--- src/rtl/lsu_align_if.sv ---
// lsu_align_if: request/response and word-memory bus of the load/store alignment unit
interface lsu_align_if #(parameter int ADDR_W = 7);
   logic              req_valid;
   logic              req_ready;
   logic              req_we;
   logic [2:0]        req_type;
   logic [ADDR_W-1:0] req_addr;
   logic [31:0]       req_wdata;
   logic              rsp_valid;
   logic [31:0]       rsp_rdata;
   logic              mem_en;
   logic              mem_we;
   logic [3:0]        mem_be;
   logic [ADDR_W-3:0] mem_addr;
   logic [31:0]       mem_wdata;
   logic [31:0]       mem_rdata;
   modport master (
      output req_valid, req_we, req_type, req_addr, req_wdata, mem_rdata,
      input  req_ready, rsp_valid, rsp_rdata, mem_en, mem_we, mem_be, mem_addr, mem_wdata
   );
   modport slave (
      input  req_valid, req_we, req_type, req_addr, req_wdata, mem_rdata,
      output req_ready, rsp_valid, rsp_rdata, mem_en, mem_we, mem_be, mem_addr, mem_wdata
   );
endinterface

--- src/rtl/lsu_align.sv ---
// lsu_align: splits byte-addressed loads/stores into aligned word accesses and reassembles load data
module lsu_align #(parameter int ADDR_W = 7) (
   input logic       clk,
   input logic       rstn,
   lsu_align_if.slave bus
);
   typedef enum logic [2:0] {IDLE, ACC0, ACC1, CAPT, RESP} state_t;
   state_t            state, state_n;
   logic              we_q;
   logic [2:0]        type_q;
   logic [ADDR_W-1:0] addr_q;
   logic [31:0]       wdata_q;
   logic [31:0]       lo_q;
   logic              rsp_valid_q;
   logic [31:0]       rsp_rdata_q;
   logic [2:0]        n;
   logic [1:0]        off;
   logic [ADDR_W-3:0] w0, w1;
   logic              split;
   logic [3:0]        mask4;
   logic [7:0]        m_be;
   logic [63:0]       s_data;
   logic [63:0]       r_cat;
   logic [31:0]       r_word;
   logic [31:0]       ext;
   assign n      = (type_q == 3'd1 || type_q == 3'd2) ? 3'd2 :
                   (type_q == 3'd3 || type_q == 3'd4) ? 3'd1 : 3'd4;
   assign off    = addr_q[1:0];
   assign w0     = addr_q[ADDR_W-1:2];
   assign w1     = w0 + (ADDR_W-2)'(1);
   assign split  = ({1'b0, off} + n) > 3'd4;
   assign mask4  = (n == 3'd4) ? 4'hf : (n == 3'd2) ? 4'h3 : 4'h1;
   assign m_be   = {4'b0, mask4} << off;
   assign s_data = {32'b0, wdata_q} << {off, 3'b000};
   // the last read word arrives on mem_rdata in CAPT; a split load already holds its low word in lo_q
   assign r_cat  = split ? {bus.mem_rdata, lo_q} : {32'b0, bus.mem_rdata};
   assign r_word = 32'(r_cat >> {off, 3'b000});
   assign ext    = (type_q == 3'd1) ? {{16{r_word[15]}}, r_word[15:0]} :
                   (type_q == 3'd2) ? {16'b0, r_word[15:0]} :
                   (type_q == 3'd3) ? {{24{r_word[7]}}, r_word[7:0]} :
                   (type_q == 3'd4) ? {24'b0, r_word[7:0]} : r_word;
   assign bus.req_ready = (state == IDLE);
   assign bus.rsp_valid = rsp_valid_q;
   assign bus.rsp_rdata = rsp_rdata_q;
   // state register
   always_ff @(posedge clk or negedge rstn) begin
      if (!rstn) state <= IDLE;
      else       state <= state_n;
   end
   // request fields latched on handshake; low word of a split load captured in ACC1
   always_ff @(posedge clk or negedge rstn) begin
      if (!rstn) begin
         we_q    <= 1'b0;
         type_q  <= '0;
         addr_q  <= '0;
         wdata_q <= '0;
         lo_q    <= '0;
      end else begin
         if (state == IDLE && bus.req_valid) begin
            we_q    <= bus.req_we;
            type_q  <= bus.req_type;
            addr_q  <= bus.req_addr;
            wdata_q <= bus.req_wdata;
         end
         if (state == ACC1 && !we_q) lo_q <= bus.mem_rdata;
      end
   end
   // registered completion pulse and extended load result
   always_ff @(posedge clk or negedge rstn) begin
      if (!rstn) begin
         rsp_valid_q <= 1'b0;
         rsp_rdata_q <= '0;
      end else begin
         rsp_valid_q <= (state_n == RESP);
         rsp_rdata_q <= (state == CAPT) ? ext : '0;
      end
   end
   // next state and memory access drive
   always_comb begin
      state_n       = state;
      bus.mem_en    = 1'b0;
      bus.mem_we    = 1'b0;
      bus.mem_be    = '0;
      bus.mem_addr  = '0;
      bus.mem_wdata = '0;
      case (state)
         IDLE: state_n = bus.req_valid ? ACC0 : IDLE;
         ACC0: begin
            bus.mem_en    = 1'b1;
            bus.mem_we    = we_q;
            bus.mem_be    = we_q ? m_be[3:0] : 4'hf;
            bus.mem_addr  = w0;
            bus.mem_wdata = we_q ? s_data[31:0] : '0;
            state_n       = split ? ACC1 : we_q ? RESP : CAPT;
         end
         ACC1: begin
            bus.mem_en    = 1'b1;
            bus.mem_we    = we_q;
            bus.mem_be    = we_q ? m_be[7:4] : 4'hf;
            bus.mem_addr  = w1;
            bus.mem_wdata = we_q ? s_data[63:32] : '0;
            state_n       = we_q ? RESP : CAPT;
         end
         CAPT:    state_n = RESP;
         RESP:    state_n = IDLE;
         default: state_n = IDLE;
      endcase
   end
endmodule
--- src/flat_wrapper.sv ---
// flat-port wrapper written by rule: the top's interface ports become plain ports
module lsu_align_flat 
#(parameter int ADDR_W = 7)
  (clk, rstn, bus_req_valid, bus_req_we, bus_req_type, bus_req_addr, bus_req_wdata, bus_mem_rdata, bus_req_ready, bus_rsp_valid, bus_rsp_rdata, bus_mem_en, bus_mem_we, bus_mem_be, bus_mem_addr, bus_mem_wdata);
  lsu_align_if #(.ADDR_W(ADDR_W)) bus_i ();
  input logic clk;
  input logic rstn;
  input wire logic [$bits(bus_i.req_valid)-1:0] bus_req_valid;
  input wire logic [$bits(bus_i.req_we)-1:0] bus_req_we;
  input wire logic [$bits(bus_i.req_type)-1:0] bus_req_type;
  input wire logic [$bits(bus_i.req_addr)-1:0] bus_req_addr;
  input wire logic [$bits(bus_i.req_wdata)-1:0] bus_req_wdata;
  input wire logic [$bits(bus_i.mem_rdata)-1:0] bus_mem_rdata;
  output wire logic [$bits(bus_i.req_ready)-1:0] bus_req_ready;
  output wire logic [$bits(bus_i.rsp_valid)-1:0] bus_rsp_valid;
  output wire logic [$bits(bus_i.rsp_rdata)-1:0] bus_rsp_rdata;
  output wire logic [$bits(bus_i.mem_en)-1:0] bus_mem_en;
  output wire logic [$bits(bus_i.mem_we)-1:0] bus_mem_we;
  output wire logic [$bits(bus_i.mem_be)-1:0] bus_mem_be;
  output wire logic [$bits(bus_i.mem_addr)-1:0] bus_mem_addr;
  output wire logic [$bits(bus_i.mem_wdata)-1:0] bus_mem_wdata;
  assign bus_i.req_valid = bus_req_valid;
  assign bus_i.req_we = bus_req_we;
  assign bus_i.req_type = bus_req_type;
  assign bus_i.req_addr = bus_req_addr;
  assign bus_i.req_wdata = bus_req_wdata;
  assign bus_i.mem_rdata = bus_mem_rdata;
  assign bus_req_ready = bus_i.req_ready;
  assign bus_rsp_valid = bus_i.rsp_valid;
  assign bus_rsp_rdata = bus_i.rsp_rdata;
  assign bus_mem_en = bus_i.mem_en;
  assign bus_mem_we = bus_i.mem_we;
  assign bus_mem_be = bus_i.mem_be;
  assign bus_mem_addr = bus_i.mem_addr;
  assign bus_mem_wdata = bus_i.mem_wdata;
  lsu_align #(.ADDR_W(ADDR_W)) u_core (.clk(clk), .rstn(rstn), .bus(bus_i));
endmodule
--- config.mk ---
export PLATFORM = sky130hd
export DESIGN_NAME = lsu_align_flat
export DESIGN_NICKNAME = d
export VERILOG_FILES = /design/src/rtl/lsu_align_if.sv /design/src/rtl/lsu_align.sv /design/src/flat_wrapper.sv
export SDC_FILE = /design/constraint.sdc
export NUM_CORES = 1
export LEC_CHECK = 0
export ABC_CLOCK_PERIOD_IN_PS = 3230
export CAP_MARGIN = 40
export CORE_ASPECT_RATIO = 1.1
export CORE_UTILIZATION = 29
export DETAILED_ROUTE_END_ITERATION = 8
export DONT_BUFFER_PORTS = 1
export GPL_TIMING_DRIVEN = 0
export SYNTH_ARGS = -nofsm -noshare
export SYNTH_HDL_FRONTEND = slang
export SYNTH_SLANG_ARGS = --single-unit
--- constraint.sdc ---
create_clock -name clk -period 3.23 [get_ports clk]
set_input_delay 0.646 -clock clk [delete_from_list [all_inputs] [get_ports clk]]
set_output_delay 0.646 -clock clk [all_outputs]
set_load 0.01 [all_outputs]
### Yosys cells after proc, flatten, opt, wreduce, memory -nomap -nowiden

Index checks and enable logic that the tools add are counted.

| operators by class | value |
|---|---|
| muxes and demuxes | 23 |
| eq/ne operators | 10 |
| add/subtract/negate cells | 2 |
| reduce and logical (&&, ||, !) cells | 7 |
| shift-type cells | 3 |
| $lt $le $gt $ge | 1 |

Operators by type and width:

| operator | number |
|---|---|
| $mux 32 | 7 |
| $mux 64 | 1 |
| $pmux 32 s2 | 1 |
| $shl 32x5->64 | 1 |
| $shr 64x5->32 | 1 |
| $eq 3x2->1 const B | 5 |
| $mux 3 | 4 |
| $mux 4 | 3 |
| $pmux 3 s4 | 1 |
| $pmux 5 s2 | 1 |
| $eq 3x3->1 const B | 3 |
| $pmux 4 s2 | 1 |
| $shl 4x2->8 | 1 |
| $eq 3x1->1 const B | 2 |
| $add 5x1->5 const B | 1 |
| $add 2x3->3 | 1 |
| $gt 3x3->1 const B | 1 |
| $logic_not 3->1 | 1 |
| $mux 1 | 3 |
| $logic_and 1x1->1 | 2 |
| $logic_or 1x1->1 | 2 |
| $mux 2 | 1 |
| $reduce_or 2->1 | 1 |
| $logic_not 1->1 | 1 |

| storage, ports and cells | value |
|---|---|
| word-level logic and storage cells | 54 |
| register bits after elaboration | 111 |
| bits of input ports | 78 |
| output and inout port bits | 77 |

### Logic depth before layout (Yosys ltp)

Gate-level depths: netlist of run 1.

| depth | value |
|---|---|
| depth after elaboration | 13 |
| depth in mapped cells | 14 |
| depth with buffers taken out | 11 |

### Least setup slack after synthesis of run 1

Ideal clock, no wire load.

| path | value |
|---|---|
| path kind | register to register |
| start | reg u_core.type_q[1] |
| end | reg u_core.rsp_rdata_q[19] (netlist: u_core.bus.rsp_rdata[19]) |
| buffers on the path | 1 |
| clock period less this slack | 3.267 ns |
| data arrival time | 3.133 ns |
| stages on the path, launching flop included | 13 |
| setup time | 0.134 ns |
| slack | -0.037 ns |
| required time | 3.096 ns |
| cell sequence | dfrtp_1 nor2_8 nand2_1 o21ai_0 ha_1 fa_1 xnor2_2 xnor2_4 nand2_4 buf_6 mux4_2 a221oi_1 nor3_1 |

| between the ends | value |
|---|---|
| cells in the longest elaborated chain, start to end | 13 |
| elaborated cells on any way between the ends | 17 |
| those cells by class | add/sub: 1; order compare: 1; eq/ne: 4; shift: 1; mux: 8; reduce/logical: 2 |

Ends and longest elaborated chain:

| element | RTL line | RTL |
|---|---|---|
| start: declaration | lsu_align.sv:10 | `logic [2:0] type_q;` |
| start signal: assignment | lsu_align.sv:61 | `type_q <= bus.req_type;` |
| $eq 3x2->1 or $eq 3x3->1 (tied branches) | lsu_align.sv:27, lsu_align.sv:40, lsu_align.sv:41 |  |
| $logic_or 1x1->1 | lsu_align.sv:27 | `(type_q == 3'd3 \|\| type_q == 3'd4) ? 3'd1 : 3'd4;` |
| $mux 3 | lsu_align.sv:27 |  |
| $mux 3 | lsu_align.sv:26 | `assign n = (type_q == 3'd1 \|\| type_q == 3'd2) ? 3'd2 :` |
| $add 2x3->3 | lsu_align.sv:31 | `assign split = ({1'b0, off} + n) > 3'd4;` |
| $gt 3x3->1 | lsu_align.sv:31 |  |
| $mux 64 | lsu_align.sv:36 | `assign r_cat = split ? {bus.mem_rdata, lo_q} : {32'b0, bus.mem_rdata};` |
| $shr 64x5->32 | lsu_align.sv:37 | `assign r_word = 32'(r_cat >> {off, 3'b000});` |
| $mux 32 | lsu_align.sv:41 | `(type_q == 3'd4) ? {24'b0, r_word[7:0]} : r_word;` |
| $mux 32 | lsu_align.sv:40 | `(type_q == 3'd3) ? {{24{r_word[7]}}, r_word[7:0]} :` |
| $mux 32 | lsu_align.sv:39 | `(type_q == 3'd2) ? {16'b0, r_word[15:0]} :` |
| $mux 32 (*) | lsu_align.sv:38 | `assign ext = (type_q == 3'd1) ? {{16{r_word[15]}}, r_word[15:0]} :` |
| $mux 32 (*) | lsu_align.sv:75 | `rsp_rdata_q <= (state == CAPT) ? ext : '0;` |
| end signal: assignment | lsu_align.sv:75 |  |
| end: declaration | lsu_align.sv:15 | `logic [31:0] rsp_rdata_q;` |

Mark *: on every way between the ends. The rest lies on a longest branch, timed or not.
A chain may end at the register's enable or synchronous reset.

### Worst setup path in the final report of run 1

| path | value |
|---|---|
| start | reg u_core.addr_q[1] |
| end | out bus_mem_wdata[11] |

| between the ends | value |
|---|---|
| cells in the longest elaborated chain, start to end | 3 |
| elaborated cells on any way between the ends | 4 |
| those cells by class | shift: 1; mux: 3 |

Ends and longest elaborated chain:

| element | RTL line | RTL |
|---|---|---|
| start: declaration | lsu_align.sv:11 | `logic [ADDR_W-1:0] addr_q;` |
| start signal: assignment | lsu_align.sv:62 | `addr_q <= bus.req_addr;` |
| $shl 32x5->64 (*) | lsu_align.sv:34 | `assign s_data = {32'b0, wdata_q} << {off, 3'b000};` |
| $mux 32, on equally long branches | lsu_align.sv:101, lsu_align.sv:93 |  |
| $pmux 32 s2 (*) | lsu_align.sv:86 | `case (state)` |
| end: declaration | flat_wrapper.sv:21 | `output wire logic [$bits(bus_i.mem_wdata)-1:0] bus_mem_wdata;` |

Marks and branches as above.

==> results of run 1 <==
critical path, stage by stage (launching register included):
cell and delay (ps):
sky130_fd_sc_hd__dfrtp_1 420, sky130_fd_sc_hd__clkbuf_1 220, sky130_fd_sc_hd__inv_1 180, sky130_fd_sc_hd__clkbuf_2 290, sky130_fd_sc_hd__clkbuf_2 360, sky130_fd_sc_hd__nand3_2 290
sky130_fd_sc_hd__o22ai_1 410
registers in the layout, indices dropped and copies added, names as in the netlist:
register and count:
u_core.type_q 3, u_core.wdata_q 32, u_core.we_q 1, u_core.state 3
u_core.bus.rsp_valid 1, u_core.addr_q 7, u_core.lo_q 32, u_core.bus.rsp_rdata 32
cell usage in the layout (no fill, tap or decap), types with 15 or more instances in the layout:
cell type	synthesis	final
sky130_fd_sc_hd__buf_4	0	19
sky130_fd_sc_hd__a31oi_1	15	15
sky130_fd_sc_hd__clkbuf_1	34	16
sky130_fd_sc_hd__o21ai_0	36	31
sky130_fd_sc_hd__nand2_1	68	66
sky130_fd_sc_hd__a21oi_1	22	22
sky130_fd_sc_hd__nor2_1	24	19
sky130_fd_sc_hd__mux2_2	83	83
sky130_fd_sc_hd__mux2i_1	31	31
sky130_fd_sc_hd__dfrtp_1	111	110
sky130_fd_sc_hd__mux4_2	22	22
worst paths after layout:
path | cells after the start | slack (ps) | start | endpoint
max in group asynchronous | 0 | 3050 | rstn | u_core.type_q[1]$_DFFE_PN0P_
min in group clk | 2 | 390 | bus_req_type[1] | u_core.type_q[1]$_DFFE_PN0P_
setup / recovery | 6 | 40 | u_core.addr_q[1]$_DFFE_PN0P_ | bus_mem_wdata[11]
hold reg to reg | 1 | 520 | u_core.lo_q[1]$_DFFE_PN0P_ | u_core.lo_q[1]$_DFFE_PN0P_
setup reg to reg | 12 | 50 | u_core.type_q[1]$_DFFE_PN0P_ | u_core.bus.rsp_rdata[19]$_DFF_PN0_
hold / removal | 0 | -40 | rstn | u_core.bus.rsp_rdata[12]$_DFF_PN0_
power groups by stage:
stage          clock network [mW]  logic [mW]  registers (mW)
5_1_grt                      1.23        8.01            2.56
3_5_place_dp                    0        6.24            2.49
2_1_floorplan                   0        4.71            2.33
3_3_place_gp                    0        6.19            2.47
6_report                     1.15        7.59            2.48
4_1_cts                      1.17        6.96            2.47
Yosys cell counts, types with 2 or more instances:
library cell / n
sky130_fd_sc_hd__dfrtp_1: 111
sky130_fd_sc_hd__mux2_2: 83
sky130_fd_sc_hd__nand2_1: 68
sky130_fd_sc_hd__o21ai_0: 36
sky130_fd_sc_hd__clkbuf_1: 34
sky130_fd_sc_hd__mux2i_1: 31
sky130_fd_sc_hd__nor2_1: 24
sky130_fd_sc_hd__a21oi_1: 22
sky130_fd_sc_hd__mux4_2: 22
sky130_fd_sc_hd__nor3_1: 21
sky130_fd_sc_hd__a31oi_1: 15
sky130_fd_sc_hd__a311oi_1: 14
sky130_fd_sc_hd__nand3_1: 13
sky130_fd_sc_hd__and2_1: 11
sky130_fd_sc_hd__a211oi_1: 9
sky130_fd_sc_hd__buf_2: 9
sky130_fd_sc_hd__a221oi_1: 8
sky130_fd_sc_hd__o22ai_1: 8
sky130_fd_sc_hd__a311o_1: 6
sky130_fd_sc_hd__buf_1: 5
sky130_fd_sc_hd__inv_1: 5
sky130_fd_sc_hd__a21o_1: 4
sky130_fd_sc_hd__a22oi_1: 4
sky130_fd_sc_hd__a32o_1: 4
sky130_fd_sc_hd__o221ai_1: 4
sky130_fd_sc_hd__ha_1: 3
sky130_fd_sc_hd__nor2b_1: 3
sky130_fd_sc_hd__o211ai_1: 3
sky130_fd_sc_hd__buf_6: 2
sky130_fd_sc_hd__nand2b_1: 2
sky130_fd_sc_hd__nand4_1: 2
sky130_fd_sc_hd__nor4_1: 2
sky130_fd_sc_hd__o31ai_1: 2
sky130_fd_sc_hd__o32ai_1: 2
sky130_fd_sc_hd__xnor2_1: 2
metal layers:
metal	vias up	track usage (%)	wire [µm]
li1	2415	-	-
met4	0	8.85	871
met5	-	0	0
met1	2870	25.3	9430
met3	64	5.71	2290
met2	351	32.4	11300
area by class of cell:
| class | count | area share (%) |
|---|---|---|
| multi-input cells | 453 | 50.5 |
| flip-flops and latches | 111 | 35.1 |
| well taps | 295 | 4.66 |
| plain buffers | 47 | 3.43 |
| clock buffers | 9 | 2.84 |
| repair buffers | 21 | 2.34 |
| clock inverters | 7 | 0.947 |
| inverters | 5 | 0.237 |
per-stage QoR:
stage                     instance area (µm²)  setup WS [ps]  TNS (ps)
final                                    7920           35.5         0
after global routing                     7920          -61.8      -631
after CTS                                7670           2.51         0
after detailed placement                 7080           -687    -16230
after global placement                   7070           -671    -17190
after floorplan                          6700           32.6         0
logic make-up after synthesis:
kind of cell               after synthesis  synth area share, %
AOI/OAI and AO/OA                      154                 16.2
and+or+nand+nor                        154                 10.7
muxes                                  136                 26.0
DFF                                    111                 41.6
buffers and inverters                   55                 3.48
xor gates and xnor gates                 5                 1.16
adders and majority gates                4                0.861
timing repair:
action                     in CTS  in global routing
hold endpoints to repair      111                111
pin swaps                      10                 20
setup endpoints to repair      69                 52
setup buffers                   9                 11
resized for setup              69                 36
==> impl_metrics.prom, run 1 <==
# TYPE chip_impl_metric gauge
chip_impl_metric{name="die-width",unit="µm"} 147
chip_impl_metric{name="wire_length_of_the_first_global_routing_pass",unit="µm"} 35900
chip_impl_metric{name="groute.usage.overall",unit="%"} 20.2
chip_impl_metric{name="nets",unit=""} 730
chip_impl_metric{name="boundaryPins",unit=""} 155
chip_impl_metric{name="num-fill-cells",unit=""} 2189
chip_impl_info{name="synth.area.top_cells",value="sky130_fd_sc_hd__dfrtp_1 (42%), sky130_fd_sc_hd__mux2_2 (14%), sky130_fd_sc_hd__mux4_2 (7.4%)"} 1
chip_impl_metric{name="grt_max_degree",unit=""} 112
chip_impl_info{name="outcome",value="finished with violations"} 1
chip_impl_info{name="violations",value="negative hold slack"} 1
chip_impl_metric{name="hold_slack",unit="ps"} -45.0
chip_impl_metric{name="setup_violations",unit=""} 0
chip_impl_metric{name="drt_iter0_drc",unit=""} 677
chip_impl_info{name="yosys_most_used_dff",value="sky130_fd_sc_hd__dfrtp_1"} 1
chip_impl_metric{name="finalWirelength",unit="µm"} 23900
chip_impl_info{name="worst_hold_path_type",value="input port to async pin"} 1
chip_impl_metric{name="peak_fanout_along_the_critical_path",unit=""} 10
chip_impl_metric{name="tritoncts.num_buffers",unit=""} 9
chip_impl_metric{name="detail_route.drc_violations",unit=""} 0
chip_impl_metric{name="totalPowerFinal",unit="mW"} 11.2
chip_impl_metric{name="max_slew_margin",unit="%"} 36.4
chip_impl_metric{name="start_util",unit="%"} 29.9
chip_impl_metric{name="fraction_of_registers_with_async_set_reset",unit="%"} 100
chip_impl_metric{name="power_switching_share",unit="%"} 49.2
chip_impl_metric{name="layout_cells_sized_above_1",unit="%"} 34.9
chip_impl_metric{name="netSwitchingPower",unit="mW"} 5.52
chip_impl_metric{name="clock_power_share",unit="%"} 10.3
chip_impl_metric{name="insertedDiodeCount",unit=""} 0
chip_impl_info{name="worst-setup-path-type",value="flip-flop to output port"} 1
chip_impl_metric{name="final_cell_count_no_fill",unit=""} 948
chip_impl_metric{name="grt_pass1_vias",unit=""} 5679
chip_impl_metric{name="synthDistinctLibCells",unit=""} 60
chip_impl_metric{name="clock_sink_count",unit=""} 111
chip_impl_metric{name="seqPwrFrac",unit="%"} 22.1
chip_impl_metric{name="report.final.hold_viol_count",unit=""} 97
chip_impl_metric{name="fmax",unit="MHz"} 313
chip_impl_metric{name="worst_vdd_drop",unit="µV"} 825
chip_impl_metric{name="placed_cells_incl_taps",unit=""} 915
chip_impl_metric{name="timing_max_transition_violations_final",unit=""} 0
chip_impl_info{name="synth.largest_area_cell",value="sky130_fd_sc_hd__dfrtp_1"} 1
chip_impl_metric{name="routed-via-count",unit=""} 5700
chip_impl_metric{name="synth_edf_count",unit=""} 0
chip_impl_metric{name="fp.dieArea",unit="mm²"} 0.0237
chip_impl_metric{name="post_synth.cell_area_avg",unit="µm²"} 10.8
chip_impl_metric{name="comb_power_share",unit="%"} 67.7
chip_impl_metric{name="clk_path_buf_depth",unit=""} 2
chip_impl_metric{name="final-seq-area",unit="mm²"} 0.00278
chip_impl_info{name="grt_setup_unrepaired",value="yes"} 1
chip_impl_info{name="tritoncts",value="done"} 1
chip_impl_metric{name="netlist_instances",unit=""} 619
chip_impl_metric{name="leakage",unit="nW"} 3.06
chip_impl_metric{name="synth-seq-area-share",unit="%"} 41.6
chip_impl_metric{name="required",unit="ps"} 2580
chip_impl_metric{name="fin_worst_skew",unit="ps"} 11.1
chip_impl_metric{name="power.density_cell_area",unit="mW/mm²"} 1420
chip_impl_metric{name="ratio_of_routed_vias_to_standard_cells",unit=""} 6.01
chip_impl_metric{name="buffer_ports.inserted",unit=""} 0
chip_impl_metric{name="max_cap_viol_count",unit=""} 0
chip_impl_metric{name="antenna_violations_before_repair",unit=""} 0
chip_impl_metric{name="design.core.area",unit="mm²"} 0.0223
chip_impl_metric{name="area_growth",unit="%"} 18.6
chip_impl_metric{name="max_h_tree_level",unit=""} 3
chip_impl_metric{name="clock_insertion_delay_worst_skew",unit="ps"} 380
chip_impl_info{name="cts_root_buf",value="sky130_fd_sc_hd__clkbuf_16"} 1
chip_impl_metric{name="cp.arrival",unit="ps"} 2550
chip_impl_metric{name="row_count",unit=""} 57
chip_impl_metric{name="post_synth_instance_area",unit="mm²"} 0.00668
chip_impl_metric{name="yosys_register_bits",unit=""} 111
chip_impl_metric{name="multiInputGateArea",unit="mm²"} 0.00400
chip_impl_metric{name="synth-warning-count",unit=""} 0
chip_impl_metric{name="cellInternalPower",unit="mW"} 5.70
chip_impl_metric{name="mappedNetlistNets",unit=""} 701
chip_impl_metric{name="worst_setup_hold_path_clk_slew",unit="ps"} 90
chip_impl_info{name="worst_setup_path_end_kind",value="output port"} 1
chip_impl_metric{name="final_core_utilization",unit="%"} 35.5
chip_impl_metric{name="detailed_place_hpwl",unit="µm"} 16700
chip_impl_metric{name="drt_pre_antenna_iters",unit=""} 5
chip_impl_metric{name="fin_crit_sh",unit="%"} 98.9
chip_impl_metric{name="fin_crit",unit="ps"} 3190
chip_impl_info{name="critPathLaunchType",value="flip-flop"} 1
chip_impl_metric{name="ant_nets",unit=""} 0
chip_impl_metric{name="synthDominantCellAreaShare",unit="%"} 41.6
chip_impl_metric{name="overflow",unit=""} 0
chip_impl_metric{name="die_h",unit="µm"} 161
chip_impl_metric{name="gp_routability_congestion",unit=""} 0.895
chip_impl_metric{name="max_slew.worst_pin.slew",unit="ps"} 953
chip_impl_metric{name="avgRoutedWirePerCell",unit="µm"} 25.2
Note: power is estimated with default switching activity, not from simulation.
==> inputs of run 2 (changes only) <==
--- a/config.mk
+++ b/config.mk
@@ -5,6 +5,7 @@
 export SDC_FILE = /design/constraint.sdc
 export NUM_CORES = 1
 export LEC_CHECK = 0
+export ABC_AREA = 1
 export ABC_CLOCK_PERIOD_IN_PS = 3230
 export CAP_MARGIN = 40
 export CORE_ASPECT_RATIO = 1.1
==> impl_metrics.prom, run 2 <==
# TYPE chip_impl_metric gauge
chip_impl_metric{name="grt_pass1_vias",unit=""} 6537
chip_impl_metric{name="start_util",unit="%"} 29.5
chip_impl_metric{name="fmax",unit="MHz"} 322
chip_impl_info{name="grt_setup_unrepaired",value="yes"} 1
chip_impl_metric{name="ratio_of_routed_vias_to_standard_cells",unit=""} 5.26
chip_impl_metric{name="max_slew_margin",unit="%"} 50.8
chip_impl_metric{name="detailed_place_hpwl",unit="µm"} 19500
chip_impl_metric{name="seqPwrFrac",unit="%"} 23.4
chip_impl_metric{name="row_count",unit=""} 58
chip_impl_metric{name="num-fill-cells",unit=""} 2517
chip_impl_info{name="worst_hold_path_type",value="input port to async pin"} 1
chip_impl_metric{name="ant_nets",unit=""} 0
chip_impl_metric{name="clock_power_share",unit="%"} 11.4
chip_impl_metric{name="peak_fanout_along_the_critical_path",unit=""} 10
chip_impl_metric{name="power.density_cell_area",unit="mW/mm²"} 1290
chip_impl_info{name="outcome",value="finished with violations"} 1
chip_impl_metric{name="fin_worst_skew",unit="ps"} 7.39
chip_impl_info{name="crit-reg2reg-capture",value="u_core.bus.rsp_rdata[28]$_DFF_PN0_"} 1
chip_impl_info{name="critPathLaunchType",value="flip-flop"} 1
chip_impl_info{name="worst-setup-path-type",value="flip-flop to output port"} 1
chip_impl_metric{name="cellInternalPower",unit="mW"} 4.49
chip_impl_metric{name="groute.usage.overall",unit="%"} 21.2
chip_impl_metric{name="clk_path_buf_depth",unit=""} 2
chip_impl_info{name="path_delay_family",value="buffers and inverters"} 1
chip_impl_metric{name="placed_cells_incl_taps",unit=""} 1230
chip_impl_metric{name="power_switching_share",unit="%"} 53.9
chip_impl_metric{name="detail_route.drc_violations",unit=""} 0
chip_impl_metric{name="cp.arrival",unit="ps"} 2460
chip_impl_metric{name="worst-path-buf-inv",unit=""} 4
chip_impl_metric{name="worst_vdd_drop",unit="µV"} 506
chip_impl_metric{name="max_cap_viol_count",unit=""} 0
chip_impl_metric{name="routed-via-count",unit=""} 6572
chip_impl_metric{name="area_growth",unit="%"} 11.8
chip_impl_metric{name="clock_insertion_delay_worst_skew",unit="ps"} 360
chip_impl_metric{name="wire_length_of_the_first_global_routing_pass",unit="µm"} 38100
chip_impl_metric{name="post_synth_instance_area",unit="mm²"} 0.00674
chip_impl_metric{name="setup.reg_to_reg.worst_slack",unit="ps"} 160
chip_impl_metric{name="drt_iter0_drc",unit=""} 478
chip_impl_metric{name="antenna_violations_before_repair",unit=""} 0
chip_impl_info{name="commonest_cells_after_routing_fill_and_taps_aside",value="sky130_fd_sc_hd__nand2_1 (203), sky130_fd_sc_hd__nand3_1 (118), sky130_fd_sc_hd__dfrtp_1 (111)"} 1
chip_impl_metric{name="worst-r2r-cell-count",unit=""} 21
chip_impl_metric{name="tritoncts.num_buffers",unit=""} 9
chip_impl_metric{name="leakage",unit="nW"} 3.61
chip_impl_metric{name="overflow",unit=""} 0
chip_impl_metric{name="synthDistinctLibCells",unit=""} 40
chip_impl_info{name="synth.area.top_cells",value="sky130_fd_sc_hd__dfrtp_1 (41%), sky130_fd_sc_hd__nand2_1 (11%), sky130_fd_sc_hd__nand3_1 (8.8%)"} 1
chip_impl_metric{name="report.final.hold_viol_count",unit=""} 111
chip_impl_metric{name="drt_pre_antenna_iters",unit=""} 5
chip_impl_metric{name="design.core.area",unit="mm²"} 0.0229
chip_impl_info{name="synth.top_cells.by_count",value="sky130_fd_sc_hd__nand2_1 (205), sky130_fd_sc_hd__nand3_1 (119), sky130_fd_sc_hd__dfrtp_1 (111), sky130_fd_sc_hd__o21ai_0 (96), sky130_fd_sc_hd__inv_1 (79)"} 1
chip_impl_metric{name="die_h",unit="µm"} 162
chip_impl_info{name="post-synth-top-count-cell",value="sky130_fd_sc_hd__nand2_1"} 1
chip_impl_metric{name="critPathMaxStageDelay",unit="ps"} 380
chip_impl_info{name="yosys_most_used_dff",value="sky130_fd_sc_hd__dfrtp_1"} 1
chip_impl_info{name="tritoncts",value="done"} 1
chip_impl_metric{name="fin_crit_sh",unit="%"} 96.2
chip_impl_metric{name="boundaryPins",unit=""} 155
chip_impl_info{name="timing.critical_path.cells",value="clkbuf_1 > inv_1 > nand2_1 > nor2_4 > clkinv_1 > clkbuf_2 > o211ai_1"} 1
chip_impl_metric{name="mappedNetlistNets",unit=""} 1010
chip_impl_info{name="violations",value="negative hold slack"} 1
chip_impl_metric{name="netlist_instances",unit=""} 928
chip_impl_metric{name="synth-warning-count",unit=""} 0
chip_impl_metric{name="insertedDiodeCount",unit=""} 0
chip_impl_metric{name="max_slew.worst_pin.slew",unit="ps"} 738
chip_impl_metric{name="clock_sink_count",unit=""} 111
chip_impl_metric{name="worst_setup_hold_path_clk_slew",unit="ps"} 70
chip_impl_metric{name="post_synth.cell_area_avg",unit="µm²"} 7.26
chip_impl_metric{name="nets",unit=""} 1026
chip_impl_metric{name="avgRoutedWirePerCell",unit="µm"} 20.0
chip_impl_metric{name="buffer_ports.inserted",unit=""} 0
chip_impl_metric{name="layout_setup_ws",unit="ps"} 123
chip_impl_info{name="cts_root_buf",value="sky130_fd_sc_hd__clkbuf_16"} 1
chip_impl_metric{name="timing_max_transition_violations_final",unit=""} 0
chip_impl_info{name="synth.largest_area_cell",value="sky130_fd_sc_hd__dfrtp_1"} 1
chip_impl_metric{name="layout_cells_sized_above_1",unit="%"} 10.1
chip_impl_info{name="worst_path_max_delay_cell",value="sky130_fd_sc_hd__dfrtp_1"} 1
chip_impl_metric{name="final_cell_count_no_fill",unit=""} 1249
chip_impl_metric{name="die-width",unit="µm"} 147
chip_impl_metric{name="netSwitchingPower",unit="mW"} 5.26
chip_impl_metric{name="place_ws",unit="ps"} -314
chip_impl_metric{name="synthDominantCellAreaShare",unit="%"} 41.2
chip_impl_metric{name="gp_routability_congestion",unit=""} 0.954
chip_impl_metric{name="hold_slack",unit="ps"} -24.6
chip_impl_metric{name="fin_crit",unit="ps"} 3110
chip_impl_metric{name="fraction_of_registers_with_async_set_reset",unit="%"} 100
chip_impl_metric{name="synth-seq-area-share",unit="%"} 41.2
chip_impl_metric{name="max_h_tree_level",unit=""} 3
chip_impl_info{name="r2r-start",value="u_core.type_q[2]$_DFFE_PN0P_"} 1
chip_impl_metric{name="fp.dieArea",unit="mm²"} 0.0238
chip_impl_metric{name="setup_violations",unit=""} 0
chip_impl_info{name="worst_setup_path_end_kind",value="output port"} 1
chip_impl_metric{name="required",unit="ps"} 2580
chip_impl_metric{name="finalWirelength",unit="µm"} 25000
chip_impl_metric{name="synth_edf_count",unit=""} 0
chip_impl_metric{name="grt_max_degree",unit=""} 112
chip_impl_metric{name="comb_power_share",unit="%"} 65.2
chip_impl_info{name="mostFrequentLayoutCell",value="sky130_fd_sc_hd__nand2_1"} 1
chip_impl_metric{name="yosys_register_bits",unit=""} 111
## run 2: cell count changes after synthesis, sizes merged, moves of 11 or more
cell    delta
and2      -12
mux2i     -22
o21ai     +69
mux4      -22
inv       +78
nor2      +40
a21oi     +48
mux2      -66
nand3    +108
nand2    +142
a311oi    -14
a31oi     -11
## run 2: how the worst max path moves through the flow
stage	startpoint	endpoint	slack, ps	cells past startpoint
CTS	u_core.type_q[2]$_DFFE_PN0P_	u_core.bus.rsp_rdata[21]$_DFF_PN0_	3	17
detailed placement	u_core.type_q[2]$_DFFE_PN0P_	u_core.bus.rsp_rdata[16]$_DFF_PN0_	-310	18
global route	u_core.type_q[2]$_DFFE_PN0P_	u_core.bus.rsp_rdata[28]$_DFF_PN0_	-7	21
floorplan	u_core.type_q[2]$_DFFE_PN0P_	u_core.bus.rsp_rdata[21]$_DFF_PN0_	320	21
global placement	u_core.type_q[2]$_DFFE_PN0P_	u_core.bus.rsp_rdata[16]$_DFF_PN0_	-290	18
finish	u_core.state[0]$_DFF_PN0_	bus_mem_be[2]	120	7
## run 2: stage by stage
step,hold slack [ps],total power [mW],util (%),cell area (µm²),TNS [ps]
final,-24.6,9.74,33.0,7540,0
after global routing,-44.7,10.5,33.0,7540,-13.5
after CTS,-31.6,9.57,32.6,7450,0
after detailed placement,355,8.33,31.2,7120,-6760
after global placement,354,8.28,31.1,7110,-6900
after floorplan,350,6.57,-,6740,0
## run 2: cells by family after synthesis
group                    count (synthesis)  synth area share, %
adder cells (fa/ha/maj)                  4                0.854
AND/OR/NAND/NOR                        416                 26.4
flip-flops                             111                 41.2
AO/OA/AOI/OAI                          222                 18.2
multiplexers                            26                 4.18
XOR/XNOR                                 1                0.130
buffers and inverters                  148                 8.99
## run 2: layer usage
layer	up-vias	part of all wire, %	track usage, %
met4	0	2.6	6.37
met2	256	48	35.8
met1	3142	40	25.0
met5	-	0	0
li1	3138	-	-
met3	36	9.8	7.84
## run 2: final cells by class
class	instances	area, µm²	area share, %
clock inverters	5	41.3	0.548
flip-flops and latches	111	2780	36.9
multi-input cells	669	3420	45.4
inverters	86	323	4.28
repair buffers	5	31.3	0.415
well taps	300	375	4.98
plain buffers	62	320	4.25
clock buffers	11	243	3.22
## run 2: worst register-to-register path, stage by stage, from the launching register on
cell and delay [ps]:
sky130_fd_sc_hd__dfrtp_1 400, sky130_fd_sc_hd__inv_2 90, sky130_fd_sc_hd__nand2_2 90, sky130_fd_sc_hd__nor2_2 130
sky130_fd_sc_hd__inv_2 90, sky130_fd_sc_hd__nand2_1 120, sky130_fd_sc_hd__ha_1 180, sky130_fd_sc_hd__fa_1 420
sky130_fd_sc_hd__inv_1 100, sky130_fd_sc_hd__nand2_4 100, sky130_fd_sc_hd__nand3_2 110, sky130_fd_sc_hd__buf_6 160
sky130_fd_sc_hd__nand2_1 80, sky130_fd_sc_hd__nand2_1 70, sky130_fd_sc_hd__nand2_1 50, sky130_fd_sc_hd__nand2_1 90
sky130_fd_sc_hd__inv_1 40, sky130_fd_sc_hd__nand2_1 110, sky130_fd_sc_hd__inv_2 60, sky130_fd_sc_hd__o21ai_4 220
sky130_fd_sc_hd__buf_6 170, sky130_fd_sc_hd__a21oi_1 60
## run 2: power groups by stage
stage	registers (mW)	logic (mW)	clock network, mW
after floorplan	2.19	4.38	0
after global placement	2.29	5.99	0
after detailed placement	2.30	6.03	0
after CTS	2.27	6.16	1.14
after global routing	2.35	7.01	1.18
final	2.28	6.35	1.11
## run 2: repair_timing
item                                    in CTS  in global routing
pin swaps                                    1                  3
buffers inserted                             1                  2
endpoints found under the hold margin      111                111
gates resized for setup                     21                 37
endpoints found under the setup margin      45                 55
==> inputs of run 3 (changes only) <==
--- a/config.mk
+++ b/config.mk
@@ -9,10 +9,11 @@
 export ABC_CLOCK_PERIOD_IN_PS = 3230
 export CAP_MARGIN = 40
 export CORE_ASPECT_RATIO = 1.1
-export CORE_UTILIZATION = 29
+export CORE_UTILIZATION = 50
 export DETAILED_ROUTE_END_ITERATION = 8
 export DONT_BUFFER_PORTS = 1
 export GPL_TIMING_DRIVEN = 0
+export PLACE_DENSITY = 0.68
 export SYNTH_ARGS = -nofsm -noshare
 export SYNTH_HDL_FRONTEND = slang
 export SYNTH_SLANG_ARGS = --single-unit
==> impl_metrics.prom, run 3 (same netlist as run 2, synthesis figures left out) <==
# TYPE chip_impl_metric gauge
chip_impl_metric{name="max_h_tree_level",unit=""} 3
chip_impl_metric{name="wire_length_of_the_first_global_routing_pass",unit="µm"} 34300
chip_impl_metric{name="fin_crit_sh",unit="%"} 97.7
chip_impl_metric{name="peak_fanout_along_the_critical_path",unit=""} 8
chip_impl_metric{name="routed-via-count",unit=""} 6620
chip_impl_metric{name="design.core.area",unit="mm²"} 0.0132
chip_impl_metric{name="detail_route.drc_violations",unit=""} 0
chip_impl_metric{name="insertedDiodeCount",unit=""} 0
chip_impl_metric{name="totalPowerFinal",unit="mW"} 9.70
chip_impl_metric{name="clock_sink_count",unit=""} 111
chip_impl_metric{name="ant_nets",unit=""} 0
chip_impl_metric{name="worst_vdd_drop",unit="µV"} 521
chip_impl_metric{name="grt_max_degree",unit=""} 112
chip_impl_info{name="worst_hold_path_type",value="input port to async pin"} 1
chip_impl_metric{name="placed_cells_incl_taps",unit=""} 1090
chip_impl_info{name="critPathLaunchType",value="flip-flop"} 1
chip_impl_info{name="commonest_cells_after_routing_fill_and_taps_aside",value="sky130_fd_sc_hd__nand2_1 (201), sky130_fd_sc_hd__nand3_1 (118), sky130_fd_sc_hd__dfrtp_1 (110)"} 1
chip_impl_info{name="cts_root_buf",value="sky130_fd_sc_hd__clkbuf_16"} 1
chip_impl_metric{name="netSwitchingPower",unit="mW"} 5.23
chip_impl_metric{name="die-width",unit="µm"} 113
chip_impl_metric{name="overflow",unit=""} 0
chip_impl_metric{name="critPathMaxStageDelay",unit="ps"} 600
chip_impl_metric{name="power_switching_share",unit="%"} 54.0
chip_impl_metric{name="fmax",unit="MHz"} 317
chip_impl_metric{name="final_cell_count_no_fill",unit=""} 1110
chip_impl_metric{name="worst-path-buf-inv",unit=""} 3
chip_impl_metric{name="leakage",unit="nW"} 3.60
chip_impl_metric{name="required",unit="ps"} 2580
chip_impl_info{name="mostFrequentLayoutCell",value="sky130_fd_sc_hd__nand2_1"} 1
chip_impl_metric{name="report.final.hold_viol_count",unit=""} 96
chip_impl_metric{name="max_slew.worst_pin.slew",unit="ps"} 692
chip_impl_metric{name="tritoncts.num_buffers",unit=""} 9
chip_impl_metric{name="clock_insertion_delay_worst_skew",unit="ps"} 370
chip_impl_metric{name="buffer_ports.inserted",unit=""} 0
chip_impl_metric{name="finalWirelength",unit="µm"} 22300
chip_impl_metric{name="worst_setup_hold_path_clk_slew",unit="ps"} 80
chip_impl_metric{name="drt_pre_antenna_iters",unit=""} 7
chip_impl_metric{name="clk_path_buf_depth",unit=""} 2
chip_impl_metric{name="boundaryPins",unit=""} 155
chip_impl_metric{name="die_h",unit="µm"} 124
chip_impl_metric{name="clock_power_share",unit="%"} 11.3
chip_impl_metric{name="layout_setup_ws",unit="ps"} 73.8
chip_impl_metric{name="layout_cells_sized_above_1",unit="%"} 10.3
chip_impl_info{name="worst_setup_path_end_kind",value="output port"} 1
chip_impl_metric{name="groute.usage.overall",unit="%"} 32.9
chip_impl_metric{name="cellInternalPower",unit="mW"} 4.46
chip_impl_metric{name="fin_crit",unit="ps"} 3160
chip_impl_metric{name="seqPwrFrac",unit="%"} 23.4
chip_impl_metric{name="timing.setup.tns",unit="ps"} 0
chip_impl_info{name="grt_setup_unrepaired",value="yes"} 1
chip_impl_metric{name="grt_pass1_vias",unit=""} 6364
chip_impl_metric{name="gp_routability_congestion",unit=""} 0.997
chip_impl_metric{name="place_ws",unit="ps"} -321
chip_impl_metric{name="nets",unit=""} 1026
chip_impl_info{name="worst_path_max_delay_cell",value="sky130_fd_sc_hd__nor2_1"} 1
chip_impl_metric{name="comb_power_share",unit="%"} 65.3
chip_impl_metric{name="fp.dieArea",unit="mm²"} 0.0139
chip_impl_metric{name="drt_iter0_drc",unit=""} 499
chip_impl_metric{name="start_util",unit="%"} 51.2
chip_impl_metric{name="num-fill-cells",unit=""} 1304
chip_impl_metric{name="row_count",unit=""} 44
chip_impl_metric{name="final-seq-area",unit="mm²"} 0.00278
chip_impl_metric{name="power.density_cell_area",unit="mW/mm²"} 1310
chip_impl_metric{name="detailed_place_hpwl",unit="µm"} 17000
chip_impl_info{name="worst-setup-path-type",value="flip-flop to output port"} 1
chip_impl_metric{name="avgRoutedWirePerCell",unit="µm"} 20.1
chip_impl_metric{name="cp.arrival",unit="ps"} 2510
chip_impl_info{name="path_delay_family",value="simple AND/OR/NAND/NOR gates"} 1
chip_impl_metric{name="antenna_violations_before_repair",unit=""} 0
chip_impl_info{name="outcome",value="finished with violations"} 1
chip_impl_metric{name="max_cap_viol_count",unit=""} 0
chip_impl_info{name="tritoncts",value="done"} 1
chip_impl_metric{name="timing_max_transition_violations_final",unit=""} 0
chip_impl_metric{name="ratio_of_routed_vias_to_standard_cells",unit=""} 5.96
chip_impl_info{name="timing.critical_path.cells",value="clkbuf_1 > inv_1 > nand2_1 > nor2_1 > inv_1 > nor3_1 > o22ai_1 > nand2_1"} 1
chip_impl_metric{name="hold_slack",unit="ps"} -37.4
chip_impl_metric{name="fin_worst_skew",unit="ps"} 8.59
chip_impl_metric{name="setup_violations",unit=""} 0
chip_impl_metric{name="multiInputGateArea",unit="mm²"} 0.00344
chip_impl_info{name="violations",value="negative hold slack"} 1
chip_impl_metric{name="max_slew_margin",unit="%"} 53.7
chip_impl_metric{name="area_growth",unit="%"} 9.53
chip_impl_metric{name="setup.reg_to_reg.worst_slack",unit="ps"} 210
run 3: cell types whose count changed in the layout (fill, tap and decap cells not counted), sizes merged:
cell / change
clkinv: -2
inv: +1
clkinvlp: +2
clkbuf: -1
run 3: repair_timing:
item	in CTS	in global routing
endpoints found under the setup margin	46	55
pin swaps	0	1
hold endpoints to repair	111	111
setup buffers	0	3
resized for setup	16	44
cloned	0	1
run 3: power groups by stage:
stage	combinational, mW	clock, mW	sequential (mW)
after global routing	6.95	1.15	2.34
final	6.33	1.09	2.27
after floorplan	4.38	0	2.19
after detailed placement	5.95	0	2.29
after global placement	5.91	0	2.27
after CTS	6.01	1.11	2.26
run 3: routing by layer:
metal,vias up,routed length [µm],global-route usage (%)
li1,3137,-,-
met1,3103,8490,38.0
met2,305,10900,56.1
met3,75,1770,7.01
met4,0,1170,21.5
met5,-,0,0
run 3: metrics by stage:
stage	cell area, µm²	utilization [%]
floorplan	6740	-
global placement	6940	52.7
detailed placement	6940	52.8
CTS	7260	55.2
global route	7380	56.1
finish	7380	56.1
run 3: worst reg2reg max path: stages, from the launching register on:
cell and delay [ps]:
sky130_fd_sc_hd__dfrtp_2 450, sky130_fd_sc_hd__inv_1 90, sky130_fd_sc_hd__nand3_1 180, sky130_fd_sc_hd__buf_4 240, sky130_fd_sc_hd__nand2_1 140, sky130_fd_sc_hd__fa_1 440
sky130_fd_sc_hd__inv_1 100, sky130_fd_sc_hd__nand2_4 110, sky130_fd_sc_hd__nand3_4 120, sky130_fd_sc_hd__buf_6 150, sky130_fd_sc_hd__buf_2 220, sky130_fd_sc_hd__nand2_1 90
sky130_fd_sc_hd__nand3_1 110, sky130_fd_sc_hd__nand3_1 110, sky130_fd_sc_hd__a21oi_1 180, sky130_fd_sc_hd__nand3_1 90, sky130_fd_sc_hd__a21oi_1 140
run 3: worst paths after layout:
check                                        startpoint                                 end  cells past startpoint
max in group asynchronous                          rstn        u_core.type_q[1]$_DFFE_PN0P_                      0
hold reg to reg             u_core.lo_q[24]$_DFFE_PN0P_         u_core.lo_q[24]$_DFFE_PN0P_                      2
min in group clk                      bus_mem_rdata[16]         u_core.lo_q[16]$_DFFE_PN0P_                      2
setup reg to reg           u_core.type_q[1]$_DFFE_PN0P_  u_core.bus.rsp_rdata[21]$_DFF_PN0_                     16
setup / recovery              u_core.state[0]$_DFF_PN0_                    bus_mem_wdata[5]                      8
hold / removal                                     rstn         u_core.lo_q[22]$_DFFE_PN0P_                      0
run 3: cell type report:
type / instances / area share [%]
buffer: 62 / 4.26
clock buffer: 10 / 3.10
clock inverter: 6 / 0.712
inverter: 86 / 4.46
multi-input combinational: 669 / 46.6
sequential: 111 / 37.7
tap: 161 / 2.73
timing repair buffer: 5 / 0.526
